--- src/rtl/uart_rx_deser.sv ---
// uart_rx_deser: 8N1 UART receiver with a valid/ready output register slice.
// Ports: clk_i, rst_i (async, active-high); rx_i serial in (idle high);
//   data_o/valid_o/ready_i byte handshake; frame_err_o, overrun_o pulses;
//   busy_o while a frame is in progress.
// Define UART_RX_PARITY_EN for 8E1 framing, which adds the parity_err_o pulse.
module uart_rx_deser #(
  parameter int ClkFreq  = 18000000,
  parameter int BaudRate = 115200
) (
  input  logic       clk_i,
  input  logic       rst_i,
  input  logic       rx_i,
  output logic [7:0] data_o,
  output logic       valid_o,
  input  logic       ready_i,
  output logic       frame_err_o,
  output logic       overrun_o,
`ifdef UART_RX_PARITY_EN
  output logic       parity_err_o,
`endif
  output logic       busy_o
);

  localparam int ClksPerBit = ClkFreq / BaudRate;
  localparam int CW = $clog2(ClksPerBit);
  localparam logic [CW-1:0] CntMax = CW'(ClksPerBit - 1);
  localparam logic [CW-1:0] CntHalf = CW'(ClksPerBit / 2 - 1);

  if (ClksPerBit < 4) begin : g_bad_cfg
    $error("uart_rx_deser: ClksPerBit must be >= 4");
  end

  typedef enum logic [2:0] {
    S_IDLE,
    S_START,
    S_DATA,
`ifdef UART_RX_PARITY_EN
    S_PAR,
`endif
    S_STOP,
    S_BRK
  } state_t;

  state_t        state_q, state_d;
  logic [CW-1:0] cnt_q, cnt_d;
  logic [2:0]    idx_q, idx_d;
  logic [7:0]    shreg_q, shreg_d;
  logic          tick;
  logic          done;
  logic          ferr;
`ifdef UART_RX_PARITY_EN
  logic          par_bad_q, par_bad_d;
  logic          perr;
`endif

  assign tick   = (cnt_q == CntMax);
  assign busy_o = (state_q != S_IDLE);

  always_comb begin
    state_d = state_q;
    cnt_d   = cnt_q;
    idx_d   = idx_q;
    shreg_d = shreg_q;
    done    = 1'b0;
    ferr    = 1'b0;
`ifdef UART_RX_PARITY_EN
    par_bad_d = par_bad_q;
    perr      = 1'b0;
`endif
    unique case (state_q)
      S_IDLE: begin
        cnt_d = '0;
        if (!rx_i) state_d = S_START;
      end
      S_START: begin
        // Sample the middle of the start bit to reject glitches.
        if (cnt_q == CntHalf) begin
          cnt_d   = '0;
          idx_d   = '0;
          state_d = rx_i ? S_IDLE : S_DATA;
        end else begin
          cnt_d = cnt_q + CW'(1);
        end
      end
      S_DATA: begin
        if (tick) begin
          cnt_d   = '0;
          shreg_d = {rx_i, shreg_q[7:1]};
          idx_d   = idx_q + 3'd1;
          if (idx_q == 3'd7) begin
`ifdef UART_RX_PARITY_EN
            state_d = S_PAR;
`else
            state_d = S_STOP;
`endif
          end
        end else begin
          cnt_d = cnt_q + CW'(1);
        end
      end
`ifdef UART_RX_PARITY_EN
      S_PAR: begin
        if (tick) begin
          cnt_d     = '0;
          par_bad_d = ^{shreg_q, rx_i};
          perr      = par_bad_d;
          state_d   = S_STOP;
        end else begin
          cnt_d = cnt_q + CW'(1);
        end
      end
`endif
      S_STOP: begin
        if (tick) begin
          cnt_d = '0;
          if (rx_i) begin
            state_d = S_IDLE;
`ifdef UART_RX_PARITY_EN
            done = !par_bad_q;
`else
            done = 1'b1;
`endif
          end else begin
            ferr    = 1'b1;
            state_d = S_BRK;
          end
        end else begin
          cnt_d = cnt_q + CW'(1);
        end
      end
      S_BRK: begin
        // Hold off until the line returns high so a held-low
        // line is not taken as a fresh start bit.
        cnt_d = '0;
        if (rx_i) state_d = S_IDLE;
      end
      default: begin
        state_d = S_IDLE;
        cnt_d   = '0;
      end
    endcase
  end

  always_ff @(posedge clk_i or posedge rst_i) begin
    if (rst_i) begin
      state_q     <= S_IDLE;
      cnt_q       <= '0;
      idx_q       <= '0;
      shreg_q     <= '0;
      data_o      <= '0;
      valid_o     <= 1'b0;
      frame_err_o <= 1'b0;
      overrun_o   <= 1'b0;
`ifdef UART_RX_PARITY_EN
      par_bad_q    <= 1'b0;
      parity_err_o <= 1'b0;
`endif
    end else begin
      state_q     <= state_d;
      cnt_q       <= cnt_d;
      idx_q       <= idx_d;
      shreg_q     <= shreg_d;
      frame_err_o <= ferr;
      overrun_o   <= 1'b0;
`ifdef UART_RX_PARITY_EN
      par_bad_q    <= par_bad_d;
      parity_err_o <= perr;
`endif
      // Output slice: a new byte may replace one being consumed
      // this cycle; otherwise a full slot drops the new byte.
      if (done) begin
        if (!valid_o || ready_i) begin
          data_o  <= shreg_q;
          valid_o <= 1'b1;
        end else begin
          overrun_o <= 1'b1;
        end
      end else if (valid_o && ready_i) begin
        valid_o <= 1'b0;
      end
    end
  end

endmodule
--- config.mk ---
export PLATFORM = sky130hd
export DESIGN_NAME = uart_rx_deser
export DESIGN_NICKNAME = d
export VERILOG_FILES = /design/src/rtl/uart_rx_deser.sv
export SDC_FILE = /design/constraint.sdc
export NUM_CORES = 1
export LEC_CHECK = 0
export BUFFER_PORTS_ARGS = -buffer_cell sky130_fd_sc_hd__buf_2
export CAP_MARGIN = 25
export CORE_ASPECT_RATIO = 2
export CORE_MARGIN = 2
export CORE_UTILIZATION = 30
export DETAILED_ROUTE_END_ITERATION = 8
export SYNTH_ARGS = -nofsm -noshare
export SYNTH_HDL_FRONTEND = slang
export SYNTH_SLANG_ARGS = --single-unit
--- constraint.sdc ---
create_clock -name clk_i -period 4.27 [get_ports clk_i]
set_input_delay 0.854 -clock clk_i [delete_from_list [all_inputs] [get_ports clk_i]]
set_output_delay 0.854 -clock clk_i [all_outputs]
set_load 0.05 [all_outputs]
==> results.md <==
- Final WL: 2.46 mm
- Endpoints failing setup: 0
- Reg area: 826 um^2
- Period utilisation layout: 52.9%
- Worst setup EP type: output port
- Top post-synthesis cells by area: dfrtp_1 57%, mux2_2 14%, ha_1 3.5%
- Syn Inst Count: 113
- Post-CTS Setup Inserts: 0
- WS Path Type: register to output port
- Sequential power share: 54.6%
- Switching power: 0.144 mW
- Post-detail-place hpwl: 1.78 mm
- # diodes: 0
- Number of synthesized flops with an enable pin: 0
- RSZ-0062 raised after global routing: false
- Hold Vio Cnt, Final: 0
- Die width: 53.2 um
- Vias per cell: 4.83
- Post_cts resized: 0
- Largest area contributor in the synthesized netlist: dfrtp_1
- Syn_nets: 121
- First-pass GRT wire length: 4.28 mm
- CTS tree: built
- Yosys reg bits: 33
- # hold bufs at CTS: 0
- CTS Buffer Depth: 2
- Maximum VDD drop: 0.000176 V
- Clock network power share: 39.3%
- Sw Share: 23.8%
- Crit start category: register
- Yosys top cell area share: 56.9%
- Hold slack: 496 ps
- WP data required: 3420 ps
- Number of global-route vias before repair: 926
- Final TNS setup: 0 ps
- Static leakage: 0.848 nW
- Initial Util: 31.2%
- GPL Wtd Cong: 0.710
- Most frequent cell after synthesis: dfrtp_1
- Highest clock rate: 0.443 GHz
- Filler cells: 466
- Comb power frac: 6.1%
- Worst-Skew Late Latency: 280 ps
- # DRC: 0
- Design Power: 0.605 mW
- Sequential fraction of the synthesis area: 56.9%
- # nets final: 143
- Clk_skew: 8.64 ps
- Internal power: 0.461 mW
- Setup Slack @ Placement: 2270 ps
- Run status: finished, final reports clean
- P per Cell Area: 359 nW/um^2
- Final Max Slew Viols: 0
- CTS sink count: 33
- GRT Total Usage: 10.9%
- GR Overflow Total: 0
- Critical Path Fanout Max: 10
- Arrival time worst endpoint: 1400 ps
- Largest net degree at the start of global routing: 34
- Synth top cells by count: 33 x dfrtp_1, 18 x mux2_2, 13 x nor2_1
- Crit path time final: 2260 ps
- MaxCap Viol Count: 0
- Clk Tree Root Cell: clkbuf_8
- Placed Cells: 183
- CP peak stage delay: 480 ps
- Synth unique cells: 28
- Layout cell share with drive strength beyond 1: 35.6%
- Antenna viol nets, final: 0
- Area grow syn2layout: 16.3%
- CP top delay family: flip-flops
- Cts bufs inserted: 5
- Fin cells: 190
- Hold WC Path Type: register to register
- Post-Syn Area per Cell: 12.8 um^2
- PortBufs: 15
- Routed WL per cell: 12.9 um
- Crit path buffers/inverters: 1
- I/O Pins: 16
- Ys async rst share: 100%
- H-Tree Level Count: 2
- Die Area: 5440 um^2
- Iteration-0 DRC Markers: 15
- Slowest cell on the critical path: dfrtp_1
- Cells along the critical path: or3_2 -> buf_2
- Placeable core region: 4640 um^2
- Setup WS post-layout: 2010 ps
- Worst reg2reg setup slack: 2290 ps
- Top FF cell, synth: dfrtp_1
- Initial antenna violation count: 0
- Via count: 918
- Multi-input gate area: 608 um^2
- Synth warnings: 0
- Slew HR: 69.3%
- TritonRoute pass-1 iters: 4
- FP Rows: 35
- Die height: 102 um
- Worst-path clk slew: 70 ps
- Area of the mapped netlist: 1450 um^2
- Slew at the pin with the worst max-slew slack: 461 ps
per-layer routing:
metal	global-route usage, %	up-vias	part of all wire, %
met3	2.63	4	3.3
met4	7.10	0	2.2
li1	-	442	-
met5	0	-	0
met2	18.2	17	54
met1	11.9	455	40
power by group through the flow:
stage | Sequential (mW) | Clock [mW] | Combinational [mW]
4_1_cts | 0.330 | 0.246 | 0.0382
6_report | 0.330 | 0.238 | 0.0372
3_5_place_dp | 0.336 | 0 | 0.0380
5_1_grt | 0.332 | 0.260 | 0.0425
3_3_place_gp | 0.335 | 0 | 0.0368
2_1_floorplan | 0.332 | 0 | 0.0320
cell families (layout without fill, tap and decap cells):
kind of cell | count (synthesis) | after routing | synth area share, %
and+or+nand+nor | 40 | 40 | 16.5
buffers and inverters | 4 | 26 | 1.12
AOI/OAI and AO/OA | 8 | 8 | 4.40
xor gates and xnor gates | 6 | 6 | 3.62
adders and majority gates | 4 | 4 | 3.45
DFF | 33 | 33 | 56.9
muxes | 18 | 18 | 14.0
final cells by class:
type	instances	area share (%)
Timing Repair Buffer	16	4.90
Clock inverter	1	0.445
Multi-Input combinational cell	76	36.1
Inverter	3	0.668
Tap cell	55	4.08
Clock buffer	6	4.90
Sequential cell	33	49.0
final timing paths:
check	startpoint	endpoint	cells after the start
worst min-delay path	cnt_q[0]	cnt_q[0]	1
worst max-delay path	state_q[0]	busy_o	2
worst min register to register	cnt_q[0]	cnt_q[0]	1
worst max register to register	cnt_q[0]	state_q[0]	5
max in group asynchronous	rst_i	cnt_q[6]	3
min in group asynchronous	rst_i	shreg_q[0]	3
registers in the layout (all words and copies together) (netlist names):
| signal | count |
|---|---|
| shreg_q | 8 |
| frame_err_o | 1 |
| data_o | 8 |
| overrun_o | 1 |
| state_q | 3 |
| idx_q | 3 |
| cnt_q | 8 |
| valid_o | 1 |
per-stage QoR:
step,util (%),instance area [um^2]
2_1_floorplan,-,1450
3_3_place_gp,34.4,1600
3_5_place_dp,34.4,1600
4_1_cts,36.3,1690
5_1_grt,36.3,1690
6_report,36.3,1690
cells in the final DEF, fill, tap and decap left out, types with 2 or more instances in the layout:
| cell type | instances |
|---|---|
| dfrtp_1 | 33 |
| mux2_2 | 18 |
| buf_2 | 15 |
| nor2_1 | 13 |
| nand2_1 | 7 |
| clkbuf_8 | 6 |
| nand3_1 | 4 |
| ha_1 | 4 |
| inv_1 | 3 |
| xor2_1 | 3 |
| xnor2_1 | 3 |
| a21oi_1 | 3 |
| and3_1 | 2 |
| nand4_1 | 2 |
| a22o_2 | 2 |
| nor3_1 | 2 |
(Power assumes the default switching activity.)
